`src/rtl/conv_systolic_param.sv`:
```
// conv_systolic_param: valid 2-D convolution with N_PE parallel MAC lanes,
// operands written through a load port, results streamed over valid/ready.
module conv_systolic_param #(
   parameter int DATA_W = 8,
   parameter int IN_DIM = 4,
   parameter int K_DIM  = 3,
   parameter int N_PE   = 2,
   parameter int SAT    = 0,
   localparam int OUT_DIM = IN_DIM - K_DIM + 1,
   localparam int AW = $clog2(IN_DIM * IN_DIM),
   localparam int OW = OUT_DIM > 1 ? $clog2(OUT_DIM * OUT_DIM) : 1
) (
   input  logic              clk,
   input  logic              rst,
   input  logic              ld_en,
   input  logic              ld_sel,
   input  logic [AW-1:0]     ld_addr,
   input  logic [DATA_W-1:0] ld_data,
   input  logic              start,
   output logic              busy,
   output logic              done,
   output logic              out_valid,
   input  logic              out_ready,
   output logic [DATA_W-1:0] out_data,
   output logic [OW-1:0]     out_idx
);
   localparam int NT = K_DIM * K_DIM;
   localparam int NI = IN_DIM * IN_DIM;
   localparam int G = OUT_DIM * OUT_DIM / N_PE;
   localparam int ACC_W = 2 * DATA_W + $clog2(NT);
   localparam int TW = NT > 1 ? $clog2(NT) : 1;
   localparam int GW = G > 1 ? $clog2(G) : 1;
   localparam int DW = N_PE > 1 ? $clog2(N_PE) : 1;

   typedef enum logic [1:0] {IDLE, COMPUTE, DRAIN, DONE} state_t;

   state_t            state_q, state_d;
   logic [DATA_W-1:0] img_q [NI];
   logic [DATA_W-1:0] img_d [NI];
   logic [DATA_W-1:0] filt_q [NT];
   logic [DATA_W-1:0] filt_d [NT];
   logic [ACC_W-1:0]  acc_q [N_PE];
   logic [ACC_W-1:0]  acc_d [N_PE];
   logic [ACC_W-1:0]  mac [N_PE];
   logic [TW-1:0]     t_q, t_d;
   logic [GW-1:0]     g_q, g_d;
   logic [DW-1:0]     d_q, d_d;
   logic [ACC_W-1:0]  acc_sel;

   // image element feeding output o at tap t
   function automatic int pix_idx(input int o, input int t);
      return (o / OUT_DIM + t / K_DIM) * IN_DIM + o % OUT_DIM + t % K_DIM;
   endfunction

   always_comb begin
      for (int p = 0; p < N_PE; p++)
         mac[p] = acc_q[p] + ACC_W'(img_q[AW'(pix_idx(int'(g_q) * N_PE + p, int'(t_q)))])
                           * ACC_W'(filt_q[t_q]);
   end

   always_comb begin
      state_d = state_q;
      t_d = t_q;
      g_d = g_q;
      d_d = d_q;
      img_d = img_q;
      filt_d = filt_q;
      acc_d = acc_q;
      if (ld_en && state_q == IDLE) begin
         if (!ld_sel) img_d[ld_addr] = ld_data;
         else if (int'(ld_addr) < NT) filt_d[TW'(ld_addr)] = ld_data;
      end
      unique case (state_q)
         IDLE: if (start) begin
            state_d = COMPUTE;
            t_d = '0;
            g_d = '0;
            d_d = '0;
            acc_d = '{default: '0};
         end
         COMPUTE: begin
            acc_d = mac;
            if (t_q == TW'(NT - 1)) begin
               state_d = DRAIN;
               d_d = '0;
            end else t_d = t_q + TW'(1);
         end
         DRAIN: if (out_ready) begin
            if (d_q != DW'(N_PE - 1)) d_d = d_q + DW'(1);
            else if (g_q == GW'(G - 1)) state_d = DONE;
            else begin
               state_d = COMPUTE;
               g_d = g_q + GW'(1);
               t_d = '0;
               acc_d = '{default: '0};
            end
         end
         DONE: state_d = IDLE;
      endcase
   end

   always_ff @(posedge clk or posedge rst) begin
      if (rst) begin
         state_q <= IDLE;
         t_q <= '0;
         g_q <= '0;
         d_q <= '0;
         img_q <= '{default: '0};
         filt_q <= '{default: '0};
         acc_q <= '{default: '0};
      end else begin
         state_q <= state_d;
         t_q <= t_d;
         g_q <= g_d;
         d_q <= d_d;
         img_q <= img_d;
         filt_q <= filt_d;
         acc_q <= acc_d;
      end
   end

   assign busy = state_q != IDLE;
   assign done = state_q == DONE;
   assign out_valid = state_q == DRAIN;
   assign acc_sel = acc_q[d_q];
   // saturate only when any bit above the output width is set
   assign out_data = !out_valid ? '0
                   : (SAT != 0 && |acc_sel[ACC_W-1:DATA_W]) ? '1 : acc_sel[DATA_W-1:0];
   assign out_idx = out_valid ? OW'(int'(g_q) * N_PE + int'(d_q)) : '0;
endmodule

```
`config.mk`:
```
export PLATFORM = sky130hd
export DESIGN_NAME = conv_systolic_param
export DESIGN_NICKNAME = d
export VERILOG_FILES = /design/src/rtl/conv_systolic_param.sv
export SDC_FILE = /design/constraint.sdc
export NUM_CORES = 1
export LEC_CHECK = 0
export CAP_MARGIN = 30
export CORE_ASPECT_RATIO = 0.6
export CORE_MARGIN = 2
export CORE_UTILIZATION = 51
export CTS_BUF_LIST = sky130_fd_sc_hd__clkbuf_8
export CTS_CLUSTER_DIAMETER = 200
export DETAILED_ROUTE_END_ITERATION = 12
export PLACE_DENSITY_LB_ADDON = 0.25
export SYNTH_ARGS = -nofsm -noshare
export SYNTH_HDL_FRONTEND = slang
export SYNTH_SLANG_ARGS = --single-unit
```
`constraint.sdc`:
```
create_clock -name clk -period 12.06 [get_ports clk]
set_input_delay 2.412 -clock clk [delete_from_list [all_inputs] [get_ports clk]]
set_output_delay 2.412 -clock clk [all_outputs]
set_load 0.01 [all_outputs]
```
==> flow_metrics.tcl <==
set metrics [dict create \
    status "finished, final reports clean" \
    regArea_sq_mm 0.005605 \
    fp.coreArea_sq_mm 0.02746 \
    routedWlPerCell_um 22.90 \
    multiInputGateArea_sq_mm 0.007928 \
    final_nets 1284 \
    io_pins 31 \
    worst_pin_slew_ns 1.027 \
    yosysTopAreaCell "dfrtp_1" \
    crit_type "reg -> reg" \
    drt_iter0_markers 858 \
    fin_skew_ns 0.02355 \
    placementRows 47 \
    numPortBuffers 30 \
    crit_path_start_kind "register" \
    synth_edf_count 0 \
    min_path_type "reg -> reg" \
    setup_viol 0 \
    grt_pass1_vias 9396 \
    cts.path.max_buffers 3 \
    die_area_sq_mm 0.02919 \
    critPathSlowestCell "ha_1" \
    areaGrowthSynthToFinish_pct 10.36 \
    ctsResizeCount 0 \
    first_pass_iters 5 \
    synth_area_leaders "dfrtp_1 40%, mux2_2 17%, mux4_2 10%" \
    ctsHoldBuffers 0 \
    finalCritPeriodShare_pct 82.60 \
    diodes 0 \
    clock_sinks 224 \
    clkLatencyLatePin_ns 0.57 \
    cpPeakStageDelay_ns 0.89 \
    syn_nets 1257 \
    grt_start_max_net_pins 98 \
    layout_min_cycle_time_ns 9.962 \
    required_ns 12.52 \
    cp_common_cell "ha_1" \
    yosysWarnings 0 \
    grt_pass1_wl_um 57130 \
    max_freq_mhz 100.4 \
    initial_utilization_pct 51.63 \
    synthDistinctLibCells 64 \
    synth-main-ff-cell "dfrtp_1" \
    slew-limit-headroom_pct 31.32 \
    place.gp.congestion 0.8678 \
    syn_area_sq_mm 0.01418 \
    wirelength_um 36080 \
    critical_path.endpoint_type "register" \
    tns_ns 0 \
    htree_levels 2 \
    cts_tree "yes" \
    netlist.area_leader.share_pct 39.53 \
    synthArstFlopShare_pct 100.0 \
    cp_data_arrival_time_ns 10.42 \
    rsz0062_at_grt "no" \
    clkSlewWorstSetupHoldPaths_ns 0.07 \
    avgSynthCellArea_sq_um 12.23 \
    drive_above_1_share_pct 31.84 \
    ys_ff_latch 224 \
    drv_slew 0 \
    globalRoute.totalOverflow 0 \
    antenna_found_initial 1 \
    synthCells 1159 \
    die_width_um 219.3 \
    dpl.hpwl_um 25480 \
    cap_violations 0 \
    nFillCells 2243 \
    ant_nets 0 \
    cts_buffers 36 \
    synth-seq-area-share_pct 39.53 \
    groute.usage.overall_pct 26.09 \
    cts_setup_buffers 0 \
    hold_violations 0 \
    crit_fanout 19 \
    cts-root-buf "clkbuf_8" \
    via_per_inst 5.926 \
    die_y_um 133.2 \
    vias 9340 \
    drc 0 \
]
-- metrics by stage --
stage | hold WS (ns) | area, sq um | cells | utilization (%) | setup slack, ns
CTS | 0.5021 | 15630 | 1575 | 56.92 | 2.085
floorplan | 0.4706 | 14180 | 1159 | - | 3.217
detailed placement | 0.4877 | 14900 | 1514 | 54.26 | 2.121
global placement | 0.4818 | 14800 | 1509 | 53.87 | 2.411
finish | 0.5015 | 15650 | 1576 | 56.98 | 2.098
global route | 0.5134 | 15650 | 1576 | 56.98 | 1.392
-- cells by family (layout without fill, tap and decap cells) --
family | after synthesis | in the layout | synth area share (%)
flops | 224 | 224 | 39.53
fa+ha+maj | 80 | 80 | 8.966
buf+inv | 161 | 211 | 4.854
compound gates | 97 | 97 | 4.712
simple gates | 223 | 223 | 7.624
xor+xnor | 41 | 41 | 3.009
mux | 333 | 333 | 31.30
-- path summary, 6_finish.rpt --
check,start,end,slack [ns],cells after the start
max in group asynchronous,rst,img_q[25],7.57,4
max reg2reg,t_q[3],acc_q[7],2.10,33
min reg2reg,filt_q[19],filt_q[19],0.50,1
min in group asynchronous,rst,img_q[110],2.37,2
max,t_q[3],acc_q[7],2.10,33
min,filt_q[19],filt_q[19],0.50,1
-- state kept, by name (all words and copies together) (netlist names) --
register  count
filt_q       72
img_q       128
g_q           1
d_q           1
acc_q        16
state_q       2
t_q           4
-- worst max-delay path, delay by kind of cell, from the launching register on --
family | cells | cell delay, ns
XOR/XNOR | 8 | 1.78
flip-flops | 1 | 0.76
AND/OR/NAND/NOR | 3 | 0.94
AO/OA/AOI/OAI | 5 | 1.00
adder cells (fa/ha/maj) | 11 | 4.31
multiplexers | 1 | 0.67
buffers and inverters | 5 | 0.39
-- area by class of cell --
cell class	instances	area share [%]
clock buffers	43	3.782
inverters	96	2.351
repair buffers	54	3.550
multi-input cells	774	50.66
clock inverters	18	0.8956
flip-flops and latches	224	35.82
well taps	367	2.935
-- Yosys cell counts (12+ instances only) --
cell and instances:
mux4_2 66, a21oi_1 19, dfrtp_1 224, nor2_1 58
nor2b_1 17, inv_1 94, nand2_1 75, or2_2 13
a22o_1 12, mux2_2 212, nand2b_1 14, fa_1 36
xnor2_1 28, ha_1 44, clkbuf_1 44, o21ai_0 17
nand3_1 12, mux2i_1 52
-- cell usage in the layout, fill, tap and decap left out, drive strengths merged, types with 13 or more instances in the layout --
master         instances
nand2b                15
ha                    44
mux2i                 53
clkdlybuf4s50         30
fa                    36
nor2                  59
nand2                 75
mux2                 214
a21oi                 20
mux4                  66
inv                  108
buf                   24
o21ai                 18
or2                   13
dfrtp                224
xnor2                 30
nor2b                 18
clkbuf                43
-- routing by layer --
metal / part of all wire, % / routed length, um / track usage, %
met5: 0.29 / 103 / 2.500
met4: 1.7 / 609 / 5.480
met3: 9.5 / 3424 / 8.196
met2: 39 / 14220 / 33.61
met1: 49 / 17730 / 42.13
Power is not shown: default switching activity piles up to over one toggle a cycle in this logic, so the estimate is an artifact.
